$ cat src/rtl/seg7_scan_driver.sv
// seg7_scan_driver
//   Time-multiplexed common-anode seven-segment driver. A slow scan clock
//   from the divider is synchronised and edge-detected into a one-cycle
//   tick that steps the digit index. A loaded value waits in a shadow
//   register and is committed only when the scan wraps to digit 0, so a
//   frame never shows a mix of old and new digits.
//
// Ports
//   clk_in      system clock, all logic on posedge
//   reset       asynchronous, active-high
//   scan_in     slow scan clock, asynchronous phase
//   value_in    4*DIGITS hex nibbles, [3:0] = digit 0 (rightmost)
//   dp_in       decimal points, bit i -> digit i, 1 = lit
//   load        1-cycle strobe capturing value_in/dp_in
//   blank_lz    1 = blank leading zero digits (sampled live)
//   an          anode enables, active-low
//   seg         {g,f,e,d,c,b,a}, active-low
//   dp          decimal point, active-low
//   frame_done  1-cycle pulse when the scan wraps to digit 0
//
// Scan/commit behaviour
//   state           | meaning
//   idx_q           | digit currently driven; reset to DIGITS-1 so the
//                   | first tick after reset is a wrap onto digit 0
//   pending_q = 0   | display_q is current, nothing queued
//   pending_q = 1   | shadow_q holds a newer value, committed at next wrap

module seg7_scan_driver #(
  parameter int DIGITS = 4
) (
  input  logic                  clk_in,
  input  logic                  reset,
  input  logic                  scan_in,
  input  logic [4*DIGITS-1:0]   value_in,
  input  logic [DIGITS-1:0]     dp_in,
  input  logic                  load,
  input  logic                  blank_lz,
  output logic [DIGITS-1:0]     an,
  output logic [6:0]            seg,
  output logic                  dp,
  output logic                  frame_done
);

  localparam int IDX_W = $clog2(DIGITS);

  logic                s1_q, s2_q, s3_q;
  logic [IDX_W-1:0]    idx_q, idx_d;
  logic [4*DIGITS-1:0] shadow_val_q, disp_val_q, disp_val_d;
  logic [DIGITS-1:0]   shadow_dp_q, disp_dp_q, disp_dp_d;
  logic                pending_q, pending_d;
  logic [DIGITS-1:0]   an_q, an_d;
  logic [6:0]          seg_q, seg_d;
  logic                dp_q, dp_d;
  logic                fd_q;

  logic                tick, idx_last, wrap;
  logic [3:0]          nib;
  logic                dp_bit, upper_zero, blanked;

  function automatic logic [6:0] seg_decode(input logic [3:0] n);
    logic [6:0] s;
    case (n)
      4'h0: s = 7'h40;
      4'h1: s = 7'h79;
      4'h2: s = 7'h24;
      4'h3: s = 7'h30;
      4'h4: s = 7'h19;
      4'h5: s = 7'h12;
      4'h6: s = 7'h02;
      4'h7: s = 7'h78;
      4'h8: s = 7'h00;
      4'h9: s = 7'h10;
      4'hA: s = 7'h08;
      4'hB: s = 7'h03;
      4'hC: s = 7'h46;
      4'hD: s = 7'h21;
      4'hE: s = 7'h06;
      default: s = 7'h0E;
    endcase
    return s;
  endfunction

  always_comb begin
    tick     = s2_q & ~s3_q;
    idx_last = (idx_q == IDX_W'(DIGITS - 1));
    wrap     = tick & idx_last;

    idx_d = idx_q;
    if (tick) idx_d = idx_last ? '0 : idx_q + IDX_W'(1);

    disp_val_d = disp_val_q;
    disp_dp_d  = disp_dp_q;
    pending_d  = pending_q;
    if (load && wrap) begin
      // bypass: the shadow would be one cycle too late for this wrap
      disp_val_d = value_in;
      disp_dp_d  = dp_in;
      pending_d  = 1'b0;
    end else if (wrap && pending_q) begin
      disp_val_d = shadow_val_q;
      disp_dp_d  = shadow_dp_q;
      pending_d  = 1'b0;
    end else if (load) begin
      pending_d  = 1'b1;
    end

    nib        = 4'h0;
    dp_bit     = 1'b0;
    upper_zero = 1'b1;
    for (int i = 0; i < DIGITS; i++) begin
      if (idx_d == IDX_W'(i)) begin
        nib    = disp_val_d[i*4 +: 4];
        dp_bit = disp_dp_d[i];
      end
      if (IDX_W'(i) >= idx_d && disp_val_d[i*4 +: 4] != 4'h0) upper_zero = 1'b0;
    end
    blanked = blank_lz & upper_zero & (idx_d != '0);

    an_d  = blanked ? '1 : ~(DIGITS'(1) << idx_d);
    seg_d = blanked ? 7'h7F : seg_decode(nib);
    dp_d  = blanked ? 1'b1 : ~dp_bit;
  end

  always_ff @(posedge clk_in or posedge reset) begin
    if (reset) begin
      s1_q         <= 1'b0;
      s2_q         <= 1'b0;
      s3_q         <= 1'b0;
      idx_q        <= IDX_W'(DIGITS - 1);
      shadow_val_q <= '0;
      shadow_dp_q  <= '0;
      disp_val_q   <= '0;
      disp_dp_q    <= '0;
      pending_q    <= 1'b0;
      an_q         <= '1;
      seg_q        <= 7'h7F;
      dp_q         <= 1'b1;
      fd_q         <= 1'b0;
    end else begin
      s1_q       <= scan_in;
      s2_q       <= s1_q;
      s3_q       <= s2_q;
      idx_q      <= idx_d;
      if (load) begin
        shadow_val_q <= value_in;
        shadow_dp_q  <= dp_in;
      end
      disp_val_q <= disp_val_d;
      disp_dp_q  <= disp_dp_d;
      pending_q  <= pending_d;
      an_q       <= an_d;
      seg_q      <= seg_d;
      dp_q       <= dp_d;
      fd_q       <= wrap;
    end
  end

  assign an         = an_q;
  assign seg        = seg_q;
  assign dp         = dp_q;
  assign frame_done = fd_q;

endmodule

$ cat config.mk
export PLATFORM = sky130hd
export DESIGN_NAME = seg7_scan_driver
export DESIGN_NICKNAME = d
export VERILOG_FILES = /design/src/rtl/seg7_scan_driver.sv
export SDC_FILE = /design/constraint.sdc
export NUM_CORES = 1
export LEC_CHECK = 0
export ABC_AREA = 1
export CAP_MARGIN = 0
export CORE_ASPECT_RATIO = 1.75
export CORE_MARGIN = 1.5
export CORE_UTILIZATION = 60
export CTS_CLUSTER_DIAMETER = 40
export DETAILED_ROUTE_END_ITERATION = 10
export PLACE_DENSITY = 0.88
export SYNTH_ARGS = -nofsm -noshare
export SYNTH_HDL_FRONTEND = slang
export SYNTH_SLANG_ARGS = --single-unit
$ cat constraint.sdc
create_clock -name clk_in -period 7.6 [get_ports clk_in]
set_clock_uncertainty 0.15 [all_clocks]
set_input_delay 1.52 -clock clk_in [delete_from_list [all_inputs] [get_ports clk_in]]
set_output_delay 1.52 -clock clk_in [all_outputs]
set_load 0.01 [all_outputs]
==> results.py, run 1 <==
metrics = {
    "final_layout": {
        "drive_gt1_share_pct": 12.4,
        "multi_input_area_um2": 1290,
        "layout.cells.non_filler": 482,
        "layout.nets": 454,
        "syn_to_final_growth_pct": 18.5,
        "final_util_pct": 73.5,
        "diodes": 0,
        "ff_latch_area_um2": 1490,
        "fill_cells": 390,
    },
    "clock_tree": {
        "path_clk_slew_ns": 0.07,
        "insertion_delay_ns": 0.35,
        "cts_tree": "done",
        "cts_buffer_depth": 2,
        "cts_hold_buf": 0,
        "cts-htree-levels": 3,
        "clock-sinks": 59,
        "cts_setup_buffers": 0,
        "cts-root-buf": "clkbuf_8",
        "cts_buffers": 9,
        "post_cts_resized": 0,
    },
    "die": {
        "start_util_pct": 62.0,
        "die_y_um": 97.5,
        "die_area_um2": 5560,
        "io_pins": 38,
        "die_w_um": 57,
        "num_rows": 34,
        "design.core.area_um2": 4930,
    },
    "grt": {
        "grt_pass1_vias": 2766,
        "antenna_found_initial": 0,
        "gr-total-overflow": 0,
        "grt_use_total_pct": 27.9,
        "grt_pass1_wl_um": 11800,
        "grt_start_max_net_pins": 60,
    },
    "synthesis": {
        "synth.net_count": 419,
        "synth_seq_area_share_pct": 48.8,
        "synthesis.area_um2": 3060,
        "synth-seq-cells": 59,
        "post_synth.cell_area_avg_um2": 7.89,
        "synth_top_flop_cell": "dfrtp_1",
        "synth_cell_types": 27,
        "postSynthCellCount": 388,
        "synth_edf_count": 0,
        "yosysWarnings": 0,
        "async_reset_ff_share_pct": 100,
    },
    "power": {
        "p_sw_mw": 0.543,
        "peakVddDrop_uv": 384,
        "comb_power_share_pct": 44.6,
        "p_per_area_nw_per_um2": 381,
        "seq_power_share_pct": 34.2,
        "power.internal_mw": 0.840,
        "swShare_pct": 39.3,
        "power.leakage_nw": 1.83,
        "pwr-share-clk_pct": 21.1,
    },
    "sta": {
        "fin_crit_ns": 4.29,
        "setup_violations": 0,
        "clock.fmax_mhz": 233,
        "tns_ns": 0,
        "hold_slack_ns": 0.209,
        "final_hold_viol_count": 0,
        "period_share_pct": 56.5,
        "tightest_slew_ns": 0.737,
        "relSlewSlack_pct": 50.9,
        "drv_slew": 0,
        "grt_setup_unrepaired": "false",
    },
    "run": {
        "drv_cap": 0,
    },
    "setup_path": {
        "arrival_ns": 4.41,
        "cpMostUsedCell": "nand2_1",
        "cp_slowest_stage_delay_ns": 0.92,
        "critPathLaunchType": "input pin",
        "critPathTopFamily": "buffers and inverters",
        "crit_start": "load",
        "end_kind": "flip-flop",
        "path_cells": "clkdlybuf4s50_1 > nand2_4 > inv_2 > nand2_1 > nand3_1 > nand3_1 > nor2_1 > inv_1 > ha_1 > nand2_1 > nand2_1 > nand2_1 > nand3_1",
        "worstSetupPathType": "input pin to flip-flop",
        "critPathBufInv": 3,
        "crit_path_max_fanout": 33,
        "required_ns": 7.71,
        "cp_slowest_cell": "clkdlybuf4s50_1",
        "timing.rr.start": "idx_q[1]",
    },
    "outcome": {
        "status": "finished, final reports clean",
    },
    "routing": {
        "drtIter0Drc": 102,
        "routed-via-count": 2689,
        "routed_via_density": 5.58,
        "drc": 0,
        "firstDrtPassIters": 4,
        "wl_per_cell_um": 14.8,
        "routed_wl_um": 7120,
        "ant_nets": 0,
    },
    "hold_path": {
        "hp-class": "flip-flop to flip-flop",
        "hold_start": "s1_q",
    },
    "place": {
        "port_buffers": 37,
        "gp_congestion": 0.859,
        "hpwl_um": 5050,
        "dp.cells": 466,
    },
}
==> layer usage <==
metal	wire length, um	GRT usage [%]
met1	2750	28.7
met2	3710	47.5
met3	303	5.59
met4	349	21.6
met5	0	0
==> power groups by stage <==
stage	combinational, mW	clock (mW)	sequential [mW]
2_1_floorplan	0.422	0	0.483
3_3_place_gp	0.587	0	0.474
3_5_place_dp	0.609	0	0.478
4_1_cts	0.615	0.295	0.473
5_1_grt	0.695	0.306	0.482
6_report	0.617	0.292	0.473
==> cells in the mapped netlist (3+ instances only) <==
master,instances,area (um^2)
and2_1,3,18.8
nand2_1,136,510
ha_1,6,75.1
nor2_1,12,45.0
nand4_1,10,62.6
inv_2,9,33.8
buf_2,4,20.0
nand3_1,50,250
dfstp_2,14,368
o211ai_1,5,37.5
clkbuf_1,6,22.5
buf_6,3,33.8
nor2_4,5,56.3
dfrtp_1,45,1130
inv_1,43,161
o21ai_0,23,115
==> registers in the layout (all words and copies together), names as in the netlist <==
name	cells
disp_val_q	16
shadow_val_q	16
seg	7
an	4
disp_dp_q	4
shadow_dp_q	4
idx_q	2
dp	1
frame_done	1
pending_q	1
s1_q	1
s2_q	1
s3_q	1
==> logic make-up after synthesis <==
logic type,count (synthesis),share of synthesized area [%]
flip-flops,59,48.8
AND/OR/NAND/NOR,225,33.8
buffers and inverters,66,9.11
adder cells (fa/ha/maj),6,2.45
AO/OA/AOI/OAI,32,5.80
==> cell usage in the layout (no fill, tap or decap), drive strengths merged <==
cell,count
clkinvlp,2
o22ai,1
nand2,138
ha,6
buf,1
dfrtp,45
and2,3
o211ai,5
bufinv,1
or2,2
clkdlybuf4s50,37
nor2,18
dfstp,14
nand3,51
nand4,13
clkinv,1
o21ai,26
clkbuf,12
inv,52
==> per-stage QoR <==
| stage | power (mW) | cell area, um^2 | worst slack (ns) |
|---|---|---|---|
| 6_report | 1.38 | 3630 | 3.31 |
| 5_1_grt | 1.48 | 3630 | 2.92 |
| 4_1_cts | 1.38 | 3630 | 3.34 |
| 3_5_place_dp | 1.09 | 3420 | 2.98 |
| 3_3_place_gp | 1.06 | 3420 | 3.12 |
| 2_1_floorplan | 0.904 | 3060 | 4.50 |
==> area by class of cell <==
| cell class | count | share of cell area, % |
|---|---|---|
| sequential | 59 | 41.2 |
| timing repair buffer | 38 | 10.4 |
| multi-input combinational | 263 | 35.5 |
| tap | 54 | 1.86 |
| inverter | 52 | 5.38 |
| clock inverter | 4 | 1.38 |
| clock buffer | 12 | 4.28 |
==> final timing paths <==
| path | cells after the start | to | slack, ns |
|---|---|---|---|
| worst max-delay path | 13 | seg[3] | 3.31 |
| max in group asynchronous | 3 | frame_done | 5.26 |
| worst max register to register | 13 | seg[3] | 4.18 |
| min in group asynchronous | 3 | shadow_dp_q[3] | 1.54 |
| worst min-delay path | 0 | s2_q | 0.21 |
| worst min register to register | 0 | s2_q | 0.21 |
Note: power is estimated with default switching activity, not from simulation.
==> run 2, diff against run 1 <==
CORE_UTILIZATION = 55   (was 60)
PLACE_DENSITY = 0.82   (was 0.88)
clock period = 4.1 ns   (was 7.6 ns; I/O delays follow)
==> run 2 against run 1 <==
  * Count of clock-buffer cells in the layout grew 2
  * Sequential power rose by 86%
  * Combinational power rose by 85%
  * Via count rose by 0.60%
  * Die area is 8.7% higher
==> results.py, run 2 (synthesis gave the netlist of run 1 again) <==
metrics = {
    "place": {
        "gp_congestion": 0.865,
        "hpwl_um": 5210,
        "dp.cells": 488,
        "pre_cts_ws_ns": 0.699,
        "port_buffers": 37,
    },
    "setup_path": {
        "cpMostUsedCell": "nand2_1",
        "cp_slowest_stage_delay_ns": 0.54,
        "end_kind": "flip-flop",
        "crit_path_max_fanout": 33,
        "arrival_ns": 3.56,
        "critPathLaunchType": "flip-flop",
        "path_cells": "ha_1 > inv_2 > nor2_4 > nand2_4 > inv_2 > nand2_1 > nand3_1 > nand3_1 > nor2_1 > inv_1 > ha_1 > nand2_1 > o21ai_1 > nand2_1 > nand2_1",
        "worstSetupPathType": "flip-flop to flip-flop",
        "cp_slowest_cell": "dfstp_2",
        "required_ns": 4.22,
    },
    "die": {
        "start_util_pct": 57.8,
        "die_w_um": 59.4,
        "io_pins": 38,
        "num_rows": 35,
        "die_area_um2": 6040,
        "design.core.area_um2": 5300,
        "die_y_um": 102,
    },
    "final_layout": {
        "diodes": 0,
        "syn_to_final_growth_pct": 18.8,
        "final_common_cell": "nand2_1",
        "drive_gt1_share_pct": 12.3,
        "layout.nets": 456,
        "layout_common_cells": "nand2_1, nand3_1, dfrtp_1",
        "layout.cells.non_filler": 504,
    },
    "sta": {
        "tightest_slew_ns": 0.658,
        "relSlewSlack_pct": 56.1,
        "fin_crit_ns": 3.43,
        "final_hold_viol_count": 0,
        "setup_violations": 0,
        "period_share_pct": 83.7,
        "clock.fmax_mhz": 291,
        "drv_slew": 0,
        "grt_setup_unrepaired": "false",
        "worst_slack_ns": 0.668,
        "tns_ns": 0,
    },
    "clock_tree": {
        "cts-root-buf": "clkbuf_8",
        "cts_buffer_depth": 2,
        "cts_buffers": 9,
        "path_clk_slew_ns": 0.06,
        "cts_hold_buf": 0,
        "cts-htree-levels": 3,
        "clock-sinks": 59,
        "insertion_delay_ns": 0.35,
        "post_cts_resized": 0,
        "cts_setup_buffers": 0,
        "cts_tree": "done",
    },
    "routing": {
        "firstDrtPassIters": 6,
        "wl_per_cell_um": 14.5,
        "routed_via_density": 5.37,
        "routed-via-count": 2705,
        "routed_wl_um": 7320,
        "drtIter0Drc": 168,
        "ant_nets": 0,
        "drc": 0,
    },
    "power": {
        "peakVddDrop_uv": 431,
        "p_per_area_nw_per_um2": 685,
        "power.leakage_nw": 1.83,
        "power.total_mw": 2.49,
    },
    "grt": {
        "grt_start_max_net_pins": 36,
        "antenna_found_initial": 0,
        "gr-total-overflow": 0,
        "grt_pass1_wl_um": 12200,
        "grt_use_total_pct": 27.2,
        "grt_pass1_vias": 2598,
    },
    "run": {
        "drv_cap": 0,
    },
    "hold_path": {
        "hp-class": "flip-flop to flip-flop",
    },
    "outcome": {
        "status": "finished, final reports clean",
    },
}
-- run 2: cell types whose count changed in the layout (fill, tap and decap cells not counted) --
cell        delta
buf_4          +2
clkbuf_1       +2
clkinvlp_4     -2
bufinv_16      -1
clkinv_2       +1
-- run 2: critical path, delay by kind of cell, from the launching register on --
kind,cells,cell delay [ns]
adder cells (fa/ha/maj),2,0.68
AO/OA/AOI/OAI,1,0.09
AND/OR/NAND/NOR,9,1.26
buffers and inverters,3,0.62
flip-flops,1,0.54
-- run 2: final timing paths --
| path | end | depth (start not counted) | slack (ns) | start |
|---|---|---|---|---|
| hold reg to reg | s2_q | 0 | 0.21 | s1_q |
| setup reg to reg | seg[5] | 15 | 0.67 | idx_q[1] |
| hold / removal | s2_q | 0 | 0.21 | s1_q |
| min in group asynchronous | shadow_dp_q[1] | 2 | 0.67 | reset |
| setup / recovery | seg[5] | 15 | 0.67 | idx_q[1] |
| max in group asynchronous | seg[6] | 3 | 2.25 | reset |
-- run 2: metal layers --
layer | up-vias | share of wire [%] | wire length, um | global-route usage, %
met5 | - | 0 | 0 | 0
met4 | 0 | 2.6 | 188 | 10.8
met3 | 14 | 4.7 | 346 | 5.75
met2 | 81 | 54 | 3960 | 45.6
met1 | 1304 | 39 | 2820 | 33.6
li1 | 1306 | - | - | -
-- run 2: power by group --
part | leakage [nW] | internal, mW | switching (mW) | total [mW]
logic | 1.06 | 0.437 | 0.706 | 1.14
registers | 0.686 | 0.809 | 0.0692 | 0.879
clock network | 0.0905 | 0.251 | 0.218 | 0.469
-- run 2: metrics by stage --
stage | util (%) | instance area [um^2] | hold WS [ns]
detailed placement | 65.4 | 3460 | 0.213
floorplan | - | 3060 | 0.181
global placement | 65.4 | 3460 | 0.187
finish | 68.6 | 3640 | 0.207
CTS | 68.6 | 3640 | 0.218
global route | 68.6 | 3640 | 0.239
-- run 2: area by class of cell --
cell class,instances,area (um^2)
Sequential cell,59,1490
Inverter,52,195
Fill cell,450,1660
Timing Repair Buffer,40,393
Clock buffer,14,163
Tap cell,74,92.6
Clock inverter,2,10.0
Multi-Input combinational cell,263,1290
